<file path="src/rtl/alu_result_queue.sv">
// ALU result queue: selects one of four unit results by op_sel, tags it with flags/class, buffers it in a FIFO.
// Latency: 1 cycle from push to head outputs on an empty queue; full throughput with simultaneous push/pop.
// Backpressure: in_ready depends only on count (never on out_ready); head outputs hold while out_ready is low.
module alu_result_queue #(
   parameter int WIDTH = 8,
   parameter int DEPTH = 2
) (
   input  logic                       clk,
   input  logic                       rst,
   input  logic                       in_valid,
   output logic                       in_ready,
   input  logic [3:0]                 op_sel,
   input  logic [WIDTH-1:0]           arith_res,
   input  logic [WIDTH-1:0]           logic_res,
   input  logic [WIDTH-1:0]           cmp_res,
   input  logic [WIDTH-1:0]           shift_res,
   output logic                       out_valid,
   input  logic                       out_ready,
   output logic [WIDTH-1:0]           result,
   output logic                       flag_z,
   output logic                       flag_n,
   output logic [1:0]                 res_class,
   output logic [$clog2(DEPTH+1)-1:0] count
);

   localparam int PW = $clog2(DEPTH);
   localparam int CW = $clog2(DEPTH+1);

   localparam logic [1:0] CLS_ARITH = 2'b00;
   localparam logic [1:0] CLS_LOGIC = 2'b01;
   localparam logic [1:0] CLS_CMP   = 2'b10;
   localparam logic [1:0] CLS_SHIFT = 2'b11;

   typedef struct packed {
      logic [WIDTH-1:0] res;
      logic             z;
      logic             n;
      logic [1:0]       cls;
   } entry_t;

   entry_t          mem [DEPTH];
   logic [PW-1:0]   wr_ptr;
   logic [PW-1:0]   rd_ptr;
   logic [CW-1:0]   cnt;
   entry_t          in_entry;
   entry_t          head;
   logic            push;
   logic            pop;

   // Every opcode maps to a unit; the comparator owns all codes not listed explicitly.
   always_comb begin
      in_entry.cls = CLS_CMP;
      in_entry.res = cmp_res;
      case (op_sel)
         4'd0, 4'd1, 4'd2, 4'd8: begin
            in_entry.cls = CLS_ARITH;
            in_entry.res = arith_res;
         end
         4'd3, 4'd4, 4'd5, 4'd6: begin
            in_entry.cls = CLS_LOGIC;
            in_entry.res = logic_res;
         end
         4'd12, 4'd13: begin
            in_entry.cls = CLS_SHIFT;
            in_entry.res = shift_res;
         end
         default: begin
            in_entry.cls = CLS_CMP;
            in_entry.res = cmp_res;
         end
      endcase
      in_entry.z = (in_entry.res == '0);
      in_entry.n = in_entry.res[WIDTH-1];
   end

   assign in_ready  = (cnt < CW'(DEPTH));
   assign out_valid = (cnt != '0);
   assign push      = in_valid && in_ready;
   assign pop       = out_valid && out_ready;
   assign count     = cnt;

   // DEPTH is a power of two, so natural pointer overflow wraps DEPTH-1 to 0.
   always_ff @(posedge clk) begin
      if (rst) begin
         wr_ptr <= '0;
         rd_ptr <= '0;
         cnt    <= '0;
      end else begin
         if (push) begin
            wr_ptr <= wr_ptr + PW'(1);
         end
         if (pop) begin
            rd_ptr <= rd_ptr + PW'(1);
         end
         case ({push, pop})
            2'b10:   cnt <= cnt + CW'(1);
            2'b01:   cnt <= cnt - CW'(1);
            default: cnt <= cnt;
         endcase
      end
   end

   always_ff @(posedge clk) begin
      if (!rst && push) begin
         mem[wr_ptr] <= in_entry;
      end
   end

   // Head fields are zeroed when empty so stale storage never leaks out.
   assign head      = mem[rd_ptr];
   assign result    = out_valid ? head.res : '0;
   assign flag_z    = out_valid ? head.z   : 1'b0;
   assign flag_n    = out_valid ? head.n   : 1'b0;
   assign res_class = out_valid ? head.cls : 2'b00;

endmodule

</file>
<file path="config.mk">
export PLATFORM = sky130hd
export DESIGN_NAME = alu_result_queue
export DESIGN_NICKNAME = d
export VERILOG_FILES = /design/src/rtl/alu_result_queue.sv
export SDC_FILE = /design/constraint.sdc
export NUM_CORES = 1
export LEC_CHECK = 0
export ABC_AREA = 1
export CELL_PAD_IN_SITES_DETAIL_PLACEMENT = 1
export CELL_PAD_IN_SITES_GLOBAL_PLACEMENT = 1
export CORE_UTILIZATION = 34
export CTS_CLUSTER_SIZE = 8
export DETAILED_ROUTE_END_ITERATION = 12
export HOLD_SLACK_MARGIN = 0.12
export PLACE_DENSITY_LB_ADDON = 0.1
export SETUP_SLACK_MARGIN = 0.02
export SLEW_MARGIN = 20
export SYNTH_ARGS = -nofsm -noshare
export SYNTH_HDL_FRONTEND = slang
export SYNTH_SLANG_ARGS = --single-unit
</file>
<file path="constraint.sdc">
create_clock -name clk -period 2.7 [get_ports clk]
set_input_delay 0.81 -clock clk [delete_from_list [all_inputs] [get_ports clk]]
set_output_delay 0.81 -clock clk [all_outputs]
set_load 0.01 [all_outputs]
</file>
# Word-level counts from Yosys, hierarchy flattened
# Memories as Yosys holds them, arrays and structs flattened. A register that Yosys moved wholly into a read port is not among the register bits.
# Index checks and enable logic that the tools add are counted.
[word_totals] register_bits=4 ram_bits=24 input_bits=40 out_inout_bits=16 word_cells=42 memories=1
[op_classes] n_addsub=4 order_cmp=1 eq_ne=11 n_mux=11 reduce_logical=11
[mem_list] memory="mem" depth=2 word_bits=12 rd=1 rd_clocked_by_memory_dff=1 wr=1 line="41" source="entry_t mem [DEPTH];"
[op_table] cell="one-hot mux 8 bit (3 select lines)" n=1
[op_table] cell="== test 4 x 3 -> 1 bit (second input constant)" n=3
[op_table] cell="== test 4 bit (second input constant)" n=3
[op_table] cell="== test 4 x 2 -> 1 bit (second input constant)" n=2
[op_table] cell="zero test 8 bit" n=1
[op_table] cell="two-way mux 8 bit" n=1
[op_table] cell="OR reduction 4 bit" n=2
[op_table] cell="two-way mux 1 bit" n=6
[op_table] cell="one-hot mux 2 bit (3 select lines)" n=1
[op_table] cell="== test 4 x 1 -> 1 bit (second input constant)" n=1
[op_table] cell="zero test 4 bit" n=1
[op_table] cell="one-hot mux 2 bit (2 select lines)" n=1
[op_table] cell="nonzero test 2 bit" n=2
[op_table] cell="logical AND 1 bit" n=3
[op_table] cell="adder 1 bit (second input constant)" n=2
[op_table] cell="adder 2 x 1 -> 2 bit (second input constant)" n=1
[op_table] cell="== test 2 x 1 -> 1 bit (second input constant)" n=1
[op_table] cell="== test 2 bit (second input constant)" n=1
[op_table] cell="< comparator 2 bit (second input constant)" n=1
[op_table] cell="two-way mux 2 bit" n=1
[op_table] cell="OR reduction 2 bit" n=1
[op_table] cell="subtractor 2 x 1 -> 2 bit (second input constant)" n=1
[op_table] cell="zero test 1 bit" n=1

# Depth between registers and ports, before layout
[depth] ltp_word=5 ltp_mapped=11 depth_no_buf=10

# Worst setup path before layout
# Ideal clock, no wire load.
[synth_timing] path_kind="input to register" from="input port in_valid" to="memory mem[1][0] in the netlist's numbering (enable)" setup_ps=393 arrival_ps=1689 path_slack_ps=618 cell_stages=2 cell_sequence="nand2_1 -> nor3_1"
[synth_via] elab_chain_len=4
[synth_lines] element="from (decl)" line="10" source="input logic in_valid,"
[synth_lines] element="logical AND 1 bit" line="78" source="assign push = in_valid && in_ready;"
[synth_lines] element="logical AND 1 bit" line="104" source="if (!rst && push) begin"
[synth_lines] element="two-way mux 1 bit" line="104"
[synth_lines] element="two-way mux 1 bit (not written as such)" line="105" source="mem[wr_ptr] <= in_entry;"
[synth_lines] element="to (decl)" line="41"
# No other way between the ends.

==> run metrics <==
status=finished, final reports clean; post-synth top area cell=edfxtp_1; DP Wirelength=around 3200 µm; Ys Warns=0; Setup Viol. Count Final=0; RSZ-0062 raised after global routing=false; register area share after synthesis=slightly above 50%; P per Cell Area=between 600 and 700 nW/µm²; routability cong.=about 0.7; Min-Delay Endpoint=wr_ptr$_SDFFE_PP0P_; post-cts resize count=2; reg-to-reg critical path endpoint=count[1]$_SDFFE_PP0P_; post-synth top area share=44.4%; number of global-route vias before repair=roughly 1400; final hold slack=0.472 ns; htree depth=1; Worst Setup End Kind=primary output; Post-Syn Nets=221; WL per Instance=13.5 µm; HP Class=flop to flop; router iterations before antenna repair=4; top cells by area, synth=edfxtp_1 (44%), nand2_1 (14%), dfxtp_1 (6.7%), a21oi_1 (5.4%), nor2_1 (4.5%); Hold Vio Cnt, Final=0; WP buf/inv=2; PortBufs=55; Comb pwr share=45.2%; # nets final=approximately 280; synthesized area=1490 µm²; clock slew at reported path FFs=about 0.09 ns; Clk network pwr share=around 16%; I/O Pins=56; cts hold-fix bufs=0; clk_lat worst skew=approximately 0.27 ns; critical path class=flop to primary output; Reg-to-Reg Start=count[0]$_SDFFE_PP0P_; reg-to-reg setup timing slack=0.93 ns; hold path start=wr_ptr$_SDFFE_PP0P_; Via density=4.83; max frequency=between 0.3 and 0.4 GHz; GRT Overall Usage=approximately 18%; R2R cell count=8; initial core utilization=36.2%; leading cell types in the layout, fill and taps excluded=nand2_1 (55), clkdlybuf4s50_1 (55), edfxtp_1 (22); area delta synth->final=43.3%; die width=68.2 µm; vias=approximately 1400; Psw=between 0.0004 and 0.0005 W; DR DRC count=0; Cell Chain, Critical Path=inv_2 > nand2_1 > a21oi_1 > clkdlybuf4s50_1; initial antenna violation count=0; slowest cell delay on critical path=0.58 ns; DR iter-0 viols=53; switching part of the total=approximately a third; Leakage=between 0.8 and 0.9 nW; Top delay family on crit path=buffers and inverters; Core ar.=~4000 µm²; Die Y=68.2 µm; min Tclk post-route=2.52 ns; Std-Cell Rows=23; Antenna Violating Nets Remaining=0; CTS Buffer Depth=2; Die Area=roughly 4600 µm²; Max-cap violations=0; Post-Synthesis Cells=180; Inserted Diodes=0; Slew HR=between 60 and 70%; setup TNS=0 ns; worst-path fanout max=12; slowest CP cell=clkdlybuf4s50_1; clk_skew=0.00202 ns; Worst-Margin Slew=0.483 ns; clock sinks=27; first-pass GRT wire length=between 6000 and 7000 µm; number of synthesized register bits=27; Remaining Overflow, GRT=0; CTS tree=yes; CTS buffer count=3; Post-Route WL=3870 µm; Worst Path Required=around 1.9 ns; setup bufs post-CTS=0; cell at the root of the clock tree=clkbuf_8; WHS Path Cells=2; Sequential Power Share=39.2%; Peak VDD IR=0.245 mV; fin. max-slew vios=0; Setup crit start kind=flop; syn_area_per_cell=around 8.3 µm²; internal power=between 0.0009 and 0.001 W; fin crit share=between 90% and 100%; layout cells sized above 1=12.3%; WP data arrival=~1.7 ns; largest net degree at the start of global routing=16; Distinct cells, synth=24; Fill cells=498
[cell usage after synthesis]
cell      count
nand2_1      55
nand2_2       8
o21bai_1      1
clkinv_2      1
a31o_2        1
nand4_1       8
a21oi_1      16
inv_2         1
o21ai_0       1
nand3_1       9
buf_8         1
edfxtp_1     22
nor2_1       18
or2_2         1
nor2_4        3
nor3_1        1
xor2_1        1
inv_1        16
ha_1          1
nor2_2        5
a21boi_0      1
clkbuf_1      3
buf_4         1
dfxtp_1       5
[logic make-up (layout without fill, tap and decap cells)]
group | Yosys count | in the layout | share of synthesized area (%)
AOI/OAI and AO/OA | 20 | 20 | 7.31
xor gates and xnor gates | 1 | 1 | 0.588
adders and majority gates | 1 | 1 | 0.840
buffers and inverters | 23 | 79 | 6.89
DFF | 27 | 27 | 51.1
and+or+nand+nor | 108 | 108 | 33.3
[worst reg2reg max path, stage by stage (launching register included)]
cell	delay, ns
dfxtp_1	0.36
nor2_2	0.42
inv_1	0.11
nand2_1	0.11
inv_1	0.05
ha_1	0.28
inv_1	0.07
a31o_2	0.24
nor2_1	0.08
[layout make-up]
class	instances	area [µm²]	area share [%]
Tap cell	50	62.6	2.93
Clock inverter	1	5.00	0.235
Inverter	18	68.8	3.23
Timing Repair Buffer	57	566	26.5
Sequential cell	27	762	35.7
Clock buffer	3	41.3	1.94
Multi-Input combinational cell	130	628	29.4
[per-stage QoR]
step / total power (W) / area (µm²) / setup WS [ns] / cells / utilization [%]
after floorplan: 0.000888 / 1490 / 0.618 / 180 / -
after global placement: 0.00119 / 2080 / 0.210 / 282 / 50.6
after detailed placement: 0.00123 / 2080 / 0.0795 / 282 / 50.6
after CTS: 0.00145 / 2130 / 0.0368 / 286 / 51.8
after global routing: 0.00153 / 2130 / 0.0233 / 286 / 51.8
final: 0.00144 / 2130 / 0.184 / 286 / 51.8
[power groups by stage]
stage	Sequential [W]	Clock [W]	Combinational, W
global placement	0.000565	0	0.000623
finish	0.000564	0.000224	0.000649
CTS	0.000565	0.000226	0.000664
detailed placement	0.000571	0	0.000658
global route	0.000573	0.000240	0.000722
floorplan	0.000556	0	0.000332
[sequential cells by signal (all words and copies together) (netlist names), named ones only]
signal  flops
wr_ptr      1
mem        22
count       2
rd_ptr      1
[metal layers]
| layer | GRT usage [%] | wire length [µm] | vias to the layer above |
|---|---|---|---|
| li1 | - | - | 703 |
| met1 | 22.2 | 1700 | 621 |
| met2 | 33.1 | 1920 | 48 |
| met3 | 2.00 | 168 | 8 |
| met4 | 6.25 | 69 | 0 |
| met5 | 0 | 0 | - |
[worst max path at each step]
| stage | start | to | cells after the start |
|---|---|---|---|
| after floorplan | in_valid | mem[1][0]$_DFFE_PP_ | 2 |
| after global placement | op_sel[1] | mem[0][3]$_DFFE_PP_ | 10 |
| after detailed placement | op_sel[1] | mem[0][3]$_DFFE_PP_ | 10 |
| after CTS | flop | flag_n | 4 |
| after global routing | flop | result[7] | 4 |
| final | flop | flag_n | 4 |
Note: power is estimated with default switching activity, not from simulation.
